$ cat src/rtl/lcd_rd_pkg.sv
// lcd_rd_pkg: shared state encoding, timing defaults and bus encodings for the
// HD44780 read-cycle engine.
package lcd_rd_pkg;

    typedef enum logic [2:0] {IDLE, SETUP, ENH, HOLD, RECOVER} rdState_t;

    localparam int DEF_T_AS = 3;
    localparam int DEF_T_PW = 13;
    localparam int DEF_T_AH = 2;
    localparam int DEF_T_CYC = 26;
    localparam int DEF_POLL_TIMEOUT = 100000;

    localparam int BF_BIT = 7;

    localparam logic LCD_RW_READ = 1'b1;
    localparam logic LCD_RW_WRITE = 1'b0;

    function automatic int recoverLen(input int tCyc, input int tAs, input int tPw, input int tAh);
        return tCyc - tAs - tPw - tAh;
    endfunction

endpackage

$ cat src/rtl/lcd_bus_reader_if.sv
// lcd_bus_reader_if: request/response handshake plus LCD pin signals of the
// read engine; slave is the engine side, master the requester/panel side.
interface lcd_bus_reader_if;

    logic       iREQ;
    logic       iRS;
    logic       iPOLL;
    logic       oBUSY;
    logic       oACK;
    logic [7:0] oDATA;
    logic       oTIMEOUT;
    logic       oBUS_OWN;
    logic       oLCD_RS;
    logic       oLCD_RW;
    logic       oLCD_EN;
    logic [7:0] iLCD_D;

    modport master (
        output iREQ, iRS, iPOLL, iLCD_D,
        input  oBUSY, oACK, oDATA, oTIMEOUT, oBUS_OWN, oLCD_RS, oLCD_RW, oLCD_EN
    );

    modport slave (
        input  iREQ, iRS, iPOLL, iLCD_D,
        output oBUSY, oACK, oDATA, oTIMEOUT, oBUS_OWN, oLCD_RS, oLCD_RW, oLCD_EN
    );

endinterface

$ cat src/rtl/lcd_rd_timer.sv
// lcd_rd_timer: loadable down-counter; load with (length-1) on phase entry,
// oDONE is high on the last cycle of the phase.
module lcd_rd_timer #(
    parameter int W = 5
) (
    input  logic         iCLK_50,
    input  logic         iRST_N,
    input  logic         iLOAD,
    input  logic [W-1:0] iVAL,
    output logic         oDONE
);

    logic [W-1:0] remain;

    always_ff @(posedge iCLK_50) begin
        if (!iRST_N)
            remain <= '0;
        else if (iLOAD)
            remain <= iVAL;
        else if (remain != '0)
            remain <= remain - 1'b1;
    end

    assign oDONE = remain == '0;

endmodule

$ cat src/rtl/lcd_bus_reader.sv
// lcd_bus_reader: RW=1 bus-cycle engine for an HD44780 panel; reads BF/AC or
// RAM data, optionally polling until the busy flag clears or a timeout expires.
module lcd_bus_reader
    import lcd_rd_pkg::*;
#(
    parameter int T_AS = DEF_T_AS,
    parameter int T_PW = DEF_T_PW,
    parameter int T_AH = DEF_T_AH,
    parameter int T_CYC = DEF_T_CYC,
    parameter int POLL_TIMEOUT = DEF_POLL_TIMEOUT
) (
    input logic               iCLK_50,
    input logic               iRST_N,
    lcd_bus_reader_if.slave   bus
);

    localparam int T_REC = recoverLen(T_CYC, T_AS, T_PW, T_AH);
    localparam int TW = $clog2(T_CYC + 1);
    localparam int CW = $clog2(POLL_TIMEOUT + 1);
    localparam logic [TW-1:0] LEN_AS = TW'(T_AS - 1);
    localparam logic [TW-1:0] LEN_PW = TW'(T_PW - 1);
    localparam logic [TW-1:0] LEN_AH = TW'(T_AH - 1);
    localparam logic [TW-1:0] LEN_REC = TW'(T_REC > 0 ? T_REC - 1 : 0);
    localparam logic [CW-1:0] CNT_MAX = CW'(POLL_TIMEOUT);

    rdState_t state, nextState;
    logic          timerLoad, timerDone;
    logic [TW-1:0] timerVal;
    logic          rsLat, pollEn, accept, finish, retry, readEnd, rsNext;
    logic [CW-1:0] pollCnt;

    lcd_rd_timer #(.W(TW)) phaseTimer (
        .iCLK_50 (iCLK_50),
        .iRST_N  (iRST_N),
        .iLOAD   (timerLoad),
        .iVAL    (timerVal),
        .oDONE   (timerDone)
    );

    // A read ends after RECOVER, or straight after HOLD when there is no recovery gap.
    always_comb begin
        nextState = state;
        timerLoad = 1'b0;
        timerVal = '0;
        accept = 1'b0;
        finish = 1'b0;
        retry = pollEn && bus.oDATA[BF_BIT] && pollCnt < CNT_MAX;
        readEnd = timerDone && (state == RECOVER || (state == HOLD && T_REC == 0));
        case (state)
            IDLE: if (bus.iREQ) begin
                nextState = SETUP;
                timerLoad = 1'b1;
                timerVal = LEN_AS;
                accept = 1'b1;
            end
            SETUP: if (timerDone) begin
                nextState = ENH;
                timerLoad = 1'b1;
                timerVal = LEN_PW;
            end
            ENH: if (timerDone) begin
                nextState = HOLD;
                timerLoad = 1'b1;
                timerVal = LEN_AH;
            end
            HOLD: if (timerDone && T_REC != 0) begin
                nextState = RECOVER;
                timerLoad = 1'b1;
                timerVal = LEN_REC;
            end
            default: ;
        endcase
        if (readEnd) begin
            nextState = retry ? SETUP : IDLE;
            timerLoad = retry;
            timerVal = retry ? LEN_AS : '0;
            finish = !retry;
        end
        rsNext = accept ? bus.iRS : rsLat;
    end

    // Pin outputs are registered from nextState so they line up with state and never glitch.
    always_ff @(posedge iCLK_50) begin
        if (!iRST_N) begin
            state <= IDLE;
            rsLat <= 1'b0;
            pollEn <= 1'b0;
            pollCnt <= '0;
            bus.oBUSY <= 1'b0;
            bus.oBUS_OWN <= 1'b0;
            bus.oACK <= 1'b0;
            bus.oDATA <= '0;
            bus.oTIMEOUT <= 1'b0;
            bus.oLCD_RS <= 1'b0;
            bus.oLCD_RW <= LCD_RW_WRITE;
            bus.oLCD_EN <= 1'b0;
        end else begin
            state <= nextState;
            bus.oBUSY <= nextState != IDLE;
            bus.oBUS_OWN <= nextState != IDLE;
            bus.oLCD_EN <= nextState == ENH;
            bus.oLCD_RW <= nextState != IDLE ? LCD_RW_READ : LCD_RW_WRITE;
            bus.oLCD_RS <= nextState != IDLE && rsNext;
            bus.oACK <= finish;
            if (accept) begin
                rsLat <= bus.iRS;
                pollEn <= bus.iPOLL & ~bus.iRS;
                pollCnt <= '0;
                bus.oTIMEOUT <= 1'b0;
            end else if (state != IDLE && pollCnt < CNT_MAX)
                pollCnt <= pollCnt + 1'b1;
            if (finish)
                bus.oTIMEOUT <= pollEn && bus.oDATA[BF_BIT];
            if (state == ENH && timerDone)
                bus.oDATA <= bus.iLCD_D;
        end
    end

endmodule

$ cat src/flat_wrapper.sv
// flat-port wrapper written by rule: the top's interface ports become plain ports
module lcd_bus_reader_flat import lcd_rd_pkg::*;
#(
    parameter int T_AS = DEF_T_AS,
    parameter int T_PW = DEF_T_PW,
    parameter int T_AH = DEF_T_AH,
    parameter int T_CYC = DEF_T_CYC,
    parameter int POLL_TIMEOUT = DEF_POLL_TIMEOUT
)
  (iCLK_50, iRST_N, bus_iREQ, bus_iRS, bus_iPOLL, bus_iLCD_D, bus_oBUSY, bus_oACK, bus_oDATA, bus_oTIMEOUT, bus_oBUS_OWN, bus_oLCD_RS, bus_oLCD_RW, bus_oLCD_EN);
  lcd_bus_reader_if bus_i ();
  input logic iCLK_50;
  input logic iRST_N;
  input wire logic [$bits(bus_i.iREQ)-1:0] bus_iREQ;
  input wire logic [$bits(bus_i.iRS)-1:0] bus_iRS;
  input wire logic [$bits(bus_i.iPOLL)-1:0] bus_iPOLL;
  input wire logic [$bits(bus_i.iLCD_D)-1:0] bus_iLCD_D;
  output wire logic [$bits(bus_i.oBUSY)-1:0] bus_oBUSY;
  output wire logic [$bits(bus_i.oACK)-1:0] bus_oACK;
  output wire logic [$bits(bus_i.oDATA)-1:0] bus_oDATA;
  output wire logic [$bits(bus_i.oTIMEOUT)-1:0] bus_oTIMEOUT;
  output wire logic [$bits(bus_i.oBUS_OWN)-1:0] bus_oBUS_OWN;
  output wire logic [$bits(bus_i.oLCD_RS)-1:0] bus_oLCD_RS;
  output wire logic [$bits(bus_i.oLCD_RW)-1:0] bus_oLCD_RW;
  output wire logic [$bits(bus_i.oLCD_EN)-1:0] bus_oLCD_EN;
  assign bus_i.iREQ = bus_iREQ;
  assign bus_i.iRS = bus_iRS;
  assign bus_i.iPOLL = bus_iPOLL;
  assign bus_i.iLCD_D = bus_iLCD_D;
  assign bus_oBUSY = bus_i.oBUSY;
  assign bus_oACK = bus_i.oACK;
  assign bus_oDATA = bus_i.oDATA;
  assign bus_oTIMEOUT = bus_i.oTIMEOUT;
  assign bus_oBUS_OWN = bus_i.oBUS_OWN;
  assign bus_oLCD_RS = bus_i.oLCD_RS;
  assign bus_oLCD_RW = bus_i.oLCD_RW;
  assign bus_oLCD_EN = bus_i.oLCD_EN;
  lcd_bus_reader #(.T_AS(T_AS), .T_PW(T_PW), .T_AH(T_AH), .T_CYC(T_CYC), .POLL_TIMEOUT(POLL_TIMEOUT)) u_core (.iCLK_50(iCLK_50), .iRST_N(iRST_N), .bus(bus_i));
endmodule
$ cat config.mk
export PLATFORM = sky130hd
export DESIGN_NAME = lcd_bus_reader_flat
export DESIGN_NICKNAME = d
export VERILOG_FILES = /design/src/rtl/lcd_rd_pkg.sv /design/src/rtl/lcd_bus_reader_if.sv /design/src/rtl/lcd_rd_timer.sv /design/src/rtl/lcd_bus_reader.sv /design/src/flat_wrapper.sv
export SDC_FILE = /design/constraint.sdc
export NUM_CORES = 1
export LEC_CHECK = 0
export BUFFER_PORTS_ARGS = -buffer_cell sky130_fd_sc_hd__buf_2
export CAP_MARGIN = 20
export CORE_ASPECT_RATIO = 0.75
export CORE_MARGIN = 8
export CORE_UTILIZATION = 52
export DETAILED_ROUTE_END_ITERATION = 8
export GPL_ROUTABILITY_DRIVEN = 0
export PLACE_DENSITY = 0.73
export SLEW_MARGIN = 20
export SYNTH_ARGS = -nofsm -noshare
export SYNTH_HDL_FRONTEND = slang
export SYNTH_SLANG_ARGS = --single-unit
$ cat constraint.sdc
create_clock -name iCLK_50 -period 1.9 [get_ports iCLK_50]
set_input_delay 0.475 -clock iCLK_50 [delete_from_list [all_inputs] [get_ports iCLK_50]]
set_output_delay 0.475 -clock iCLK_50 [all_outputs]
set_load 0.01 [all_outputs]
==> run summary <==
For this run, design rule violations remaining after detail routing come to 0. The final clock period utilization by the worst path is 93.80%. Traced cell by cell, the critical path runs through nor4_4, o2111ai_1, nor4b_1, xnor2_1, nor2_1. The max-slew violation count came out at 0. The wire-length estimate of the detail-placed layout is 2.942 mm. The number of I/O port buffers came out at 27.

Among cell families on the critical path, the largest total delay comes from simple AND/OR/NAND/NOR gates. The endpoint arrival time on the critical path is just under 2 ns. The post-synthesis share of cell area spent on full adders, half adders and majority gates is 1.906%. Derived from the worst setup path, the maximum achievable clock frequency is 561.1 MHz.

In this run the remaining antenna-violating nets after routing total 0. The power per cell area is between 1000 and 1500 nW/µm². The number of hold violations in the final report came to 0. Once layout is done, the placed cells without fillers occupy 2342 µm². The standby leakage power is between 0.9 and 1 nW. Entering global routing, the biggest net connects 17 pins.

The post-synthesis share of cell area spent on and, or, nand and nor gates came out at 28.40%. The total I/O pin count came out at 28. The setup path with the least slack is of type register to register. On the worst path, the slowest cell contributes a delay of 0.44 ns.

After clock tree synthesis, the flow added hold-fix buffers numbering 0. The run finished with clean final reports. The routed wire length is 4.043 mm. The number of buffers and inverters on the critical path came out at 0. The xor/xnor share of the synthesized area came out at 6.671%.

The total placed instance area came out at ~2200 µm². The die is just under 70 µm tall. Measured against the total synthesized area, the mux share comes to just over 5%. The critical path required time came out at 2.09 ns. The tree is rooted in a clkbuf_8. The worst path needs about 1.8 ns of the cycle, external delays included. When the netlist entered floorplanning its net count stood at 242. The die covers 6033 µm². The overall routing resource usage is 13.83%. The number of max-cap violations is 0. The placeable core region is 3637 µm². The area added between synthesis and finish came out at 18.93%. The commonest cells after synthesis are 40 x dfxtp_1, 26 x nor2_1, 15 x nand2_1. The routed via count is roughly 1700.

The wire length of the first global-routing pass is 6.844 mm. The largest vdd supply drop came out at between 0.5 and 0.6 mV. The iteration-0 DRC count of the detailed router is 146. In the final design database the tool counted 279 nets. The insertion delay to the later sink of the worst-skew pair came out at approximately 0.29 ns. The library cell occupying the most area in the post-synthesis netlist is dfxtp_1. The maximum level of the CTS H-tree came out at 2. By area the synthesized netlist is led by dfxtp_1 41%, xnor2_1 6.2%, mux2i_1 5.1%, nor2_1 5.0%, nor2b_1 3.2%. Once layout is complete, the utilization of the core stands at between 60 and 70%. Averaged over all synthesized cells, the footprint is between 8 and 9 µm².

Headroom to the max-slew limit came out at 64.87%. The worst-path maximum fanout came out at 6. The top cell type's share of synthesized area came out at 40.66%. The count of warnings emitted by yosys came out at 0. The cell with the biggest individual delay on the critical path is nor4b_1. Dividing the detail-routed wire length by the instance count gives 12.79 µm. For the pin with the worst max-slew slack, the measured transition is 0.5264 ns. Setup repair after global routing could not meet its margin everywhere. The kind of end point of the critical path is a register.

The number of synthesized register bits came out at 40. The clock-pin slew of the registers on the worst-case setup and hold paths is about 0.07 ns. The worst setup path is launched from a register.

The sequential-to-total area share from yosys stat is 40.66%. The horizontal die dimension came out at 87.06 µm. The path class of the lowest-slack min-delay path is input port to register. The post-synthesis cell type count came out at 44. The number of antenna violations at the first check in global routing came to 0. The total clock buffers created by CTS is 5. The critical hold path startpoint is bus_iLCD_D[1].

The most used flip-flop cell after synthesis is dfxtp_1. The pre-antenna-repair detailed-routing pass consisted of 5 iterations. The total number of clock tree sinks is 40. For the final database, setup skew stands at 0.002920 ns. The ratio of routed vias to standard cells came out at approximately 5.4. The number of global-route vias before repair came to around 1500. The dominant combinational cell family by area after synthesis is simple AND/OR/NAND/NOR gates. The diode insertion count for antenna repair came out at 0. Yosys mapped a number of flops with a built-in enable equal to 0. The initial standard-cell utilization of the core came out at 54.15%. In this run the critical register-to-register path is launched from u_core.pollCnt[11]$_SDFFE_PP0P_.

After synthesis, the share of flip-flops with an asynchronous set or reset is 0%. The floorplan has 19 rows. The critical path launch point is u_core.pollCnt[11]$_SDFFE_PP0P_. The aggregate global routing overflow is 0. The share of post-route cells with drive strength above 1 came out at 23.11%.

The final-report setup violation count is 0. The count of mapped cells out of synthesis is approximately 230. The post-synthesis compound-gate area fraction is roughly an eighth. The clock tree from TritonCTS is built. The post-synthesis cell area is 1969 µm². The clock passes through at most 2 buffers. dfxtp_1 is the most common cell in the netlist.
## cell type report
| type | instances | area (µm²) |
|---|---|---|
| Clock buffer | 7 | 86.33 |
| Clock inverter | 1 | 7.507 |
| Fill cell | 318 | 1295 |
| Inverter | 8 | 30.03 |
| Multi-Input combinational cell | 164 | 1090 |
| Sequential cell | 40 | 800.8 |
| Tap cell | 52 | 65.06 |
| Timing Repair Buffer | 44 | 262.8 |
## worst register-to-register path: stages, from the launching register on
cell	delay [ns]
dfxtp_1	0.35
nor4_4	0.36
o2111ai_1	0.30
nor4b_1	0.45
xnor2_1	0.18
nor2_1	0.05
## sequential cells by signal, indices dropped and copies added, names as in the netlist
name,count
u_core.bus.oDATA,8
u_core.bus.oLCD_RS,1
u_core.rsLat,1
u_core.bus.oTIMEOUT,1
u_core.pollCnt,17
u_core.state,3
u_core.bus.oACK,1
u_core.bus.oLCD_EN,1
u_core.pollEn,1
u_core.bus.oBUS_OWN,1
u_core.phaseTimer.remain,5
## routing by layer
metal / vias up / global-route usage, % / share of wire [%]
met5: - / 0 / 0
met4: 0 / 4.571 / 0.62
met3: 4 / 4.379 / 6.9
met2: 51 / 18.77 / 41
met1: 777 / 19.74 / 51
li1: 863 / - / -
## path summary, 6_finish.rpt
path | end | slack (ns) | cells past startpoint
setup reg to reg | u_core.pollCnt[14]$_SDFFE_PP0P_ | 0.12 | 5
setup / recovery | u_core.pollCnt[14]$_SDFFE_PP0P_ | 0.12 | 5
hold / removal | u_core.bus.oDATA[1]$_SDFFE_PN0N_ | 0.43 | 3
hold reg to reg | u_core.bus.oTIMEOUT$_SDFFE_PN0P_ | 0.47 | 2
## cells in the final DEF (no fill, tap or decap), drive strengths merged, types with 2 or more instances in the layout
master	netlist	final
a211oi	3	3
nand2	15	15
xnor2	14	14
o21ai	9	9
o311ai	3	3
nand3	5	5
mux2i	10	10
ha	3	3
nor4b	5	5
a211o	2	2
dfxtp	40	40
inv	8	8
o22ai	2	2
nand4	4	4
or3	4	4
or4b	2	2
nor4	2	2
nor3b	8	8
nor3	10	10
clkbuf	8	7
nor2	26	26
buf	6	44
nor2b	10	10
and2	4	4
a21oi	11	11
and3	3	3
## power breakdown
part	switching (mW)	internal, mW	leakage (nW)
registers	0.102	0.959	0.325
clock network	0.294	0.295	0.0445
logic	0.659	0.563	0.588
## metrics by stage
stage / hold slack (ns) / power, mW / TNS [ns] / worst slack (ns) / std cells
after detailed placement: 0.4555 / 2.197 / 0 / 0.08825 / 306
after global routing: 0.4534 / 3.067 / -0.02740 / -0.009507 / 316
final: 0.4326 / 2.871 / 0 / 0.1178 / 316
after floorplan: 0.4367 / 1.903 / 0 / 0.2057 / 226
after CTS: 0.4298 / 2.791 / 0 / 0.05886 / 314
after global placement: 0.4614 / 2.197 / 0 / 0.1243 / 306
## logic make-up (layout without fill, tap and decap cells)
group                      after synthesis  in the layout
and+or+nand+nor                         99             99
DFF                                     40             40
AOI/OAI and AO/OA                       37             37
buffers and inverters                   22             60
xor gates and xnor gates                15             15
muxes                                   10             10
adders and majority gates                3              3
## what timing repair did
item	4_1_cts	5_1_grt
resized for setup	0	3
buffers inserted	0	2
setup endpoints to repair	0	6
(Power assumes the default switching activity.)
